$ cat config.mk
export PLATFORM = sky130hd
export DESIGN_NAME = riscv_tag_prop_ex
export DESIGN_NICKNAME = d
export VERILOG_FILES = /design/src/rtl/riscv_tag_prop_ex.sv
export SDC_FILE = /design/constraint.sdc
export NUM_CORES = 1
export LEC_CHECK = 0
export ABC_AREA = 1
export CORE_ASPECT_RATIO = 1.75
export CORE_MARGIN = 1.5
export CORE_UTILIZATION = 25
export CTS_CLUSTER_SIZE = 30
export DETAILED_ROUTE_END_ITERATION = 8
export PLACE_DENSITY = 0.56
export SLEW_MARGIN = 20
export SYNTH_ARGS = -nofsm -noshare
export SYNTH_HDL_FRONTEND = slang
export SYNTH_SLANG_ARGS = --single-unit
$ cat constraint.sdc
create_clock -name clk -period 4 [get_ports clk]
set_input_delay 0.4 -clock clk [delete_from_list [all_inputs] [get_ports clk]]
set_output_delay 0.4 -clock clk [all_outputs]
set_load 0.02 [all_outputs]
$ cat src/rtl/riscv_tag_prop_ex.sv
// Tag propagation EX stage: computes a one-bit result tag per instruction and emits a tag RF write.
// Latency: result valid one cycle after accept (or one cycle after ex_done for multicycle ops).
// Backpressure: holds result stable while wb_ready_i is low; ex_ready_o is low in HOLD and in OUT without wb_ready_i.
module riscv_tag_prop_ex #(
  parameter int ALU_MODE_WIDTH = 2
) (
  input  logic                      clk,
  input  logic                      rst,
  input  logic                      id_valid_i,
  output logic                      ex_ready_o,
  input  logic [ALU_MODE_WIDTH-1:0] mode_i,
  input  logic                      register_set_i,
  input  logic                      set_tag_i,
  input  logic                      rs1_tag_i,
  input  logic                      rs2_tag_i,
  input  logic                      use_rs2_i,
  input  logic                      rd_tag_old_i,
  input  logic [4:0]                rd_addr_i,
  input  logic                      rd_we_i,
  input  logic                      multicycle_i,
  input  logic                      ex_done_i,
  input  logic                      flush_i,
  input  logic                      wb_ready_i,
  output logic                      res_valid_o,
  output logic                      tag_we_o,
  output logic [4:0]                tag_waddr_o,
  output logic                      tag_wdata_o,
  input  logic                      cnt_clr_i,
  output logic [15:0]               taint_cnt_o
);

  localparam logic [ALU_MODE_WIDTH-1:0] ALU_MODE_OLD   = ALU_MODE_WIDTH'(0);
  localparam logic [ALU_MODE_WIDTH-1:0] ALU_MODE_AND   = ALU_MODE_WIDTH'(1);
  localparam logic [ALU_MODE_WIDTH-1:0] ALU_MODE_OR    = ALU_MODE_WIDTH'(2);
  localparam logic [ALU_MODE_WIDTH-1:0] ALU_MODE_CLEAR = ALU_MODE_WIDTH'(3);

  typedef enum logic [1:0] {
    IDLE = 2'd0,
    HOLD = 2'd1,
    OUT  = 2'd2
  } state_t;

  state_t      state, state_nxt;
  logic        accept;
  logic        complete;
  logic        tag_calc;
  logic        rd_we_q;
  logic [4:0]  rd_addr_q;
  logic        tag_q;

  assign ex_ready_o  = (state == IDLE) | ((state == OUT) & wb_ready_i);
  assign accept      = id_valid_i & ex_ready_o & ~flush_i;
  assign res_valid_o = (state == OUT);
  assign complete    = res_valid_o & wb_ready_i;
  assign tag_waddr_o = rd_addr_q;
  assign tag_wdata_o = tag_q;
  assign tag_we_o    = res_valid_o & rd_we_q & (rd_addr_q != 5'd0);

  // Result tag from the ID-stage operands; an explicit tag-set beats any mode.
  always_comb begin
    tag_calc = rd_tag_old_i;
    if (register_set_i) begin
      tag_calc = set_tag_i;
    end else begin
      case (mode_i)
        ALU_MODE_OLD:   tag_calc = rd_tag_old_i;
        ALU_MODE_AND:   tag_calc = rs1_tag_i & (use_rs2_i ? rs2_tag_i : 1'b1);
        ALU_MODE_OR:    tag_calc = rs1_tag_i | (use_rs2_i ? rs2_tag_i : 1'b0);
        ALU_MODE_CLEAR: tag_calc = 1'b0;
        default:        tag_calc = rd_tag_old_i;
      endcase
    end
  end

  // Next-state logic; flush overrides accept and completion.
  always_comb begin
    state_nxt = state;
    if (flush_i) begin
      state_nxt = IDLE;
    end else begin
      case (state)
        IDLE: if (accept) state_nxt = multicycle_i ? HOLD : OUT;
        HOLD: if (ex_done_i) state_nxt = OUT;
        OUT: begin
          if (wb_ready_i) begin
            if (accept) state_nxt = multicycle_i ? HOLD : OUT;
            else        state_nxt = IDLE;
          end
        end
        default: state_nxt = IDLE;
      endcase
    end
  end

  // State register.
  always_ff @(posedge clk) begin
    if (rst) state <= IDLE;
    else     state <= state_nxt;
  end

  // Capture destination and result tag on accept; held otherwise so outputs stay stable under backpressure.
  always_ff @(posedge clk) begin
    if (rst) begin
      rd_we_q   <= 1'b0;
      rd_addr_q <= 5'd0;
      tag_q     <= 1'b0;
    end else if (accept) begin
      rd_we_q   <= rd_we_i;
      rd_addr_q <= rd_addr_i;
      tag_q     <= tag_calc;
    end
  end

  // Saturating count of tainted writes that actually complete; clear wins over increment.
  always_ff @(posedge clk) begin
    if (rst) begin
      taint_cnt_o <= 16'd0;
    end else if (cnt_clr_i) begin
      taint_cnt_o <= 16'd0;
    end else if (complete & ~flush_i & tag_we_o & tag_wdata_o & (taint_cnt_o != 16'hFFFF)) begin
      taint_cnt_o <= taint_cnt_o + 16'd1;
    end
  end

endmodule

==> results of run 1 <==
-- worst max path at each step --
stage	slack [ns]	to
floorplan	2.36	taint_cnt_o[8]$_SDFFE_PP0P_
finish	1.86	ex_ready_o
global route	1.79	ex_ready_o
global placement	1.87	ex_ready_o
detailed placement	1.83	taint_cnt_o[11]$_SDFFE_PP0P_
CTS	1.85	ex_ready_o
-- worst max-delay path: stages --
cell and delay [ns]:
clkdlybuf4s50_1 0.47, inv_1 0.05, a21oi_1 0.18, clkdlybuf4s50_1 0.64
-- flip-flops by register name, indices dropped and copies added (netlist names) --
signal,cells
tag_waddr_o,5
rd_we_q,1
state,2
tag_wdata_o,1
taint_cnt_o,16
-- per-layer routing --
metal	GRT usage	part of all wire	up-vias
met3	0.0188	0.037	4
met2	0.260	0.57	49
li1	-	-	808
met1	0.146	0.38	690
met5	0	0	-
met4	0.0581	0.010	0
-- per-stage QoR --
stage | util | std cells
floorplan | - | 225
global placement | 0.353 | 343
detailed placement | 0.353 | 343
CTS | 0.361 | 347
global route | 0.361 | 347
finish | 0.361 | 347
-- logic make-up after synthesis --
group                      synth area share
DFF                                   0.350
AOI/OAI and AO/OA                     0.122
buffers and inverters                0.0814
adders and majority gates           0.00875
xor gates and xnor gates             0.0429
and+or+nand+nor                       0.395
-- area by class of cell --
class	instances	area, um2	share of cell area
Clock buffer	3	41.3	0.0206
Clock inverter	1	5.00	0.00250
Inverter	23	86.3	0.0431
Multi-Input combinational cell	173	813	0.406
Sequential cell	25	500	0.250
Tap cell	76	95.1	0.0475
Timing Repair Buffer	46	460	0.230
-- synth_stat cells, drive strengths merged, types with 2 or more instances --
master,instances,area share
nand3b,3,0.016
buf,2,0.016
dfxtp,25,0.35
nand2,67,0.18
xnor2,2,0.012
xor2,5,0.031
o21ai,10,0.035
inv,23,0.060
nand4,4,0.017
o211ai,2,0.010
a21oi,19,0.072
nand3,14,0.049
clkbuf,2,0.0053
nor2,44,0.13
-- where the power goes --
group	internal (mW)	switching, mW
combinational	0.0337	0.0273
sequential	0.254	0.00377
clock	0.0699	0.0884
==> impl_metrics.env, run 1 <==
export IMPL_cp_startpoint="wb_ready_i"
export IMPL_synth_edf_count=0
export IMPL_min_from="rd_we_q$_SDFFE_PP0N_"
export IMPL_hpwl_um=3020
export IMPL_syn_nets=248
export IMPL_antennaDiodeCount=0
export IMPL_fmax_mhz=468
export IMPL_gp_congestion=0.797
export IMPL_synth_area_um2=1430
export IMPL_dieArea_um2=6200
export IMPL_grt_pass1_vias=1503
export IMPL_via_per_inst=4.47
export IMPL_final_min_clock_period_ns=2.14
export IMPL_drt_pass1_iter_count=4
export IMPL_postPlaceCellArea_um2=1960
export IMPL_slew_headroom=0.517
export IMPL_final_common_cell="nand2_1"
export IMPL_design_area_um2=2000
export IMPL_port_buffers=46
export IMPL_power_density_nw_per_um2=238
export IMPL_area_growth_pct=40.0
export IMPL_grt_max_degree=19
export IMPL_root_buffer="clkbuf_8"
export IMPL_synth_cell_types=22
export IMPL_rsz0062_at_grt="false"
export IMPL_status="complete, no violations"
export IMPL_drive_gt1_frac=0.0554
export IMPL_ys_ff_latch=25
export IMPL_antenna_found_initial=0
export IMPL_hold_path_endpoint="rd_we_q$_SDFFE_PP0N_"
export IMPL_finalMaxSlewViolations=0
export IMPL_r2r_end="taint_cnt_o[11]$_SDFFE_PP0P_"
export IMPL_layout_common_cells="64 x nand2_1, 46 x clkdlybuf4s50_1, 41 x nor2_1, 25 x dfxtp_1, 20 x inv_1"
export IMPL_whs_path_depth=2
export IMPL_yosysWarnings=0
export IMPL_r2r_setup_slack_ns=2.08
export IMPL_drc_errors=0
export IMPL_reg2regPathDepth=9
export IMPL_drt_total_wl_um=3850
export IMPL_fin_hold_ws_ns=0.484
export IMPL_cp_max_fo=2
export IMPL_via_count=1551
export IMPL_synth_seq_area_share=0.350
export IMPL_setup_slack_ns=1.86
export IMPL_worstSetupPathType="in -> out"
export IMPL_finalHoldViolations=0
export IMPL_cts_buffers=3
export IMPL_dp_slack_ns=1.83
export IMPL_cp_arrival_ns=1.74
export IMPL_first_iter_violations=38
export IMPL_tightest_slew_ns=0.723
export IMPL_avgSynthCellArea_um2=6.36
export IMPL_ys_async_sr_fraction=0
export IMPL_core_area_um2=5540
export IMPL_rows=36
export IMPL_grt_total_usage=0.138
export IMPL_grt_pass1_wl_um=6590
export IMPL_r2r_start="taint_cnt_o[0]$_SDFFE_PP0P_"
export IMPL_critPathCaptureType="output port"
export IMPL_post_cts_resized=0
export IMPL_cts_sink_count=25
export IMPL_fin_crit_sh=0.534
export IMPL_die_x_um=60.2
export IMPL_maxCapViolCount=0
export IMPL_ir_drop_v=0.000142
export IMPL_setup_viol=0
export IMPL_finalPower_mw=0.477
export IMPL_p_leak_nw=0.692
export IMPL_initial_core_util=0.258
export IMPL_ctsLongestPathBuffers=2
export IMPL_hold_buffers=0
export IMPL_cts_setup_buffers=0
export IMPL_setup_tns_ns=0
export IMPL_holdCritPathClass="reg -> reg"
export IMPL_antenna_left=0
export IMPL_grt_overflow=0
export IMPL_cts_clk_slew_worst_paths_ns=0.10
export IMPL_worstSetupStartpointType="input port"
export IMPL_clkLatencyLatePin_ns=0.27
export IMPL_fin_worst_skew_ns=0.00355
export IMPL_num_fill_cells=624
export IMPL_cts_tree="built"
export IMPL_worstPathRequired_ns=3.60
export IMPL_h_tree_depth=1
export IMPL_final_nets=295
export IMPL_wl_per_cell_um=11.1
export IMPL_ios=47
export IMPL_die_h_um=103
export IMPL_dominantRegCellSynth="dfxtp_1"
export IMPL_synthCells=225
Note: power is estimated with default switching activity, not from simulation.
==> run 2: changes to the inputs <==
PLACE_DENSITY = 0.58   (was 0.56)
clock period = 1.8 ns   (was 4 ns; I/O delays follow)
==> impl_metrics.env, run 2 (same netlist as run 1, synthesis figures left out) <==
export IMPL_hpwl_um=3020
export IMPL_drt_pass1_iter_count=4
export IMPL_rsz0062_at_grt="false"
export IMPL_worstSetupPathType="in -> out"
export IMPL_fmax_mhz=597
export IMPL_grt_pass1_wl_um=6600
export IMPL_clkLatencyLatePin_ns=0.28
export IMPL_ios=47
export IMPL_setup_tns_ns=0
export IMPL_critPathCaptureType="output port"
export IMPL_area_growth_pct=43.9
export IMPL_setup_viol=0
export IMPL_drive_gt1_frac=0.0725
export IMPL_hold_buffers=0
export IMPL_status="complete, no violations"
export IMPL_final_common_cell="nand2_1"
export IMPL_final_nets=300
export IMPL_ir_drop_v=0.000283
export IMPL_antennaDiodeCount=0
export IMPL_fin_worst_skew_ns=0.000917
export IMPL_maxCapViolCount=0
export IMPL_h_tree_depth=1
export IMPL_grt_total_usage=0.138
export IMPL_cts_buffers=3
export IMPL_p_leak_nw=0.745
export IMPL_initial_core_util=0.258
export IMPL_grt_pass1_vias=1597
export IMPL_holdCritPathClass="reg -> reg"
export IMPL_grt_overflow=0
export IMPL_cts_tree="built"
export IMPL_cp_arrival_ns=1.50
export IMPL_cts_setup_buffers=0
export IMPL_root_buffer="clkbuf_8"
export IMPL_worstSetupStartpointType="input port"
export IMPL_slew_headroom=0.687
export IMPL_grt_max_degree=19
export IMPL_largest_reg_flops=16
export IMPL_port_buffers=46
export IMPL_power_density_nw_per_um2=522
export IMPL_gp_congestion=0.862
export IMPL_fin_crit_sh=0.931
export IMPL_core_area_um2=5540
export IMPL_ctsLongestPathBuffers=2
export IMPL_finalPower_mw=1.07
export IMPL_rows=36
export IMPL_antenna_left=0
export IMPL_worstPathRequired_ns=1.62
export IMPL_drc_errors=0
export IMPL_regMostFlops="taint_cnt_o"
export IMPL_cts_clk_slew_worst_paths_ns=0.10
export IMPL_cts_sink_count=25
export IMPL_finalMaxSlewViolations=0
export IMPL_die_x_um=60.2
export IMPL_dieArea_um2=6200
export IMPL_die_h_um=103
export IMPL_finalHoldViolations=0
export IMPL_wl_per_cell_um=10.8
export IMPL_antenna_found_initial=0
export IMPL_drt_total_wl_um=3810
export IMPL_final_min_clock_period_ns=1.68
export IMPL_tightest_slew_ns=0.469
export IMPL_via_count=1540
export IMPL_first_iter_violations=64
export IMPL_cp_max_fo=2
export IMPL_via_per_inst=4.38
export IMPL_layout_common_cells="64 x nand2_1, 44 x clkdlybuf4s50_1, 41 x nor2_1, 25 x dfxtp_1, 20 x inv_1"
## run 2: cell types whose count changed in the layout (fill, tap and decap cells not counted), sizes merged
cell and change:
dlygate4sd2 +1, dlymetal6s2s +1, buf +5, clkdlybuf4s50 -2
## run 2: power by group
group	switching [mW]	total [mW]	internal [mW]
clock	0.207	0.363	0.156
combinational	0.0613	0.139	0.0777
sequential	0.00792	0.572	0.564
## run 2: path summary, 6_finish.rpt
check / start / to / slack (ns) / cells past startpoint
setup / recovery: wb_ready_i / ex_ready_o / 0.12 / 4
hold / removal: rd_we_q$_SDFFE_PP0N_ / rd_we_q$_SDFFE_PP0N_ / 0.46 / 2
hold reg to reg: rd_we_q$_SDFFE_PP0N_ / rd_we_q$_SDFFE_PP0N_ / 0.46 / 2
setup reg to reg: taint_cnt_o[0]$_SDFFE_PP0P_ / taint_cnt_o[1]$_SDFFE_PP0P_ / 0.18 / 9
## run 2: through the flow
step	instances	hold WS, ns	cell area [um2]	worst slack, ns	util
global placement	348	0.445	2010	0.129	0.362
CTS	352	0.467	2050	0.0295	0.370
global route	352	0.508	2060	0.0560	0.372
detailed placement	348	0.452	2010	0.127	0.362
finish	352	0.465	2060	0.124	0.372
floorplan	225	0.249	1430	0.159	-
## run 2: layout make-up
class	instances	area (um2)
fill	618	3480
multi-input combinational	173	818
timing repair buffer	51	512
sequential	25	500
tap	76	95.1
inverter	23	86.3
clock buffer	3	41.3
clock inverter	1	5.00
## run 2: worst max-delay path: stages
cell	delay [ns]
clkdlybuf4s50_1	0.47
inv_1	0.05
a21oi_1	0.16
clkdlybuf4s50_1	0.63
## run 2: metal layers
metal,vias up,GRT usage,share of wire
li1,820,-,-
met1,670,0.131,0.38
met2,42,0.269,0.54
met3,8,0.0226,0.047
met4,0,0.0701,0.032
met5,-,0,0
## run 2: timing repair
action | 4_1_cts | 5_1_grt
endpoints found under the setup margin | 1 | 2
resized for setup | 1 | 2
pin swaps | 0 | 0
endpoints found under the hold margin | 0 | 0
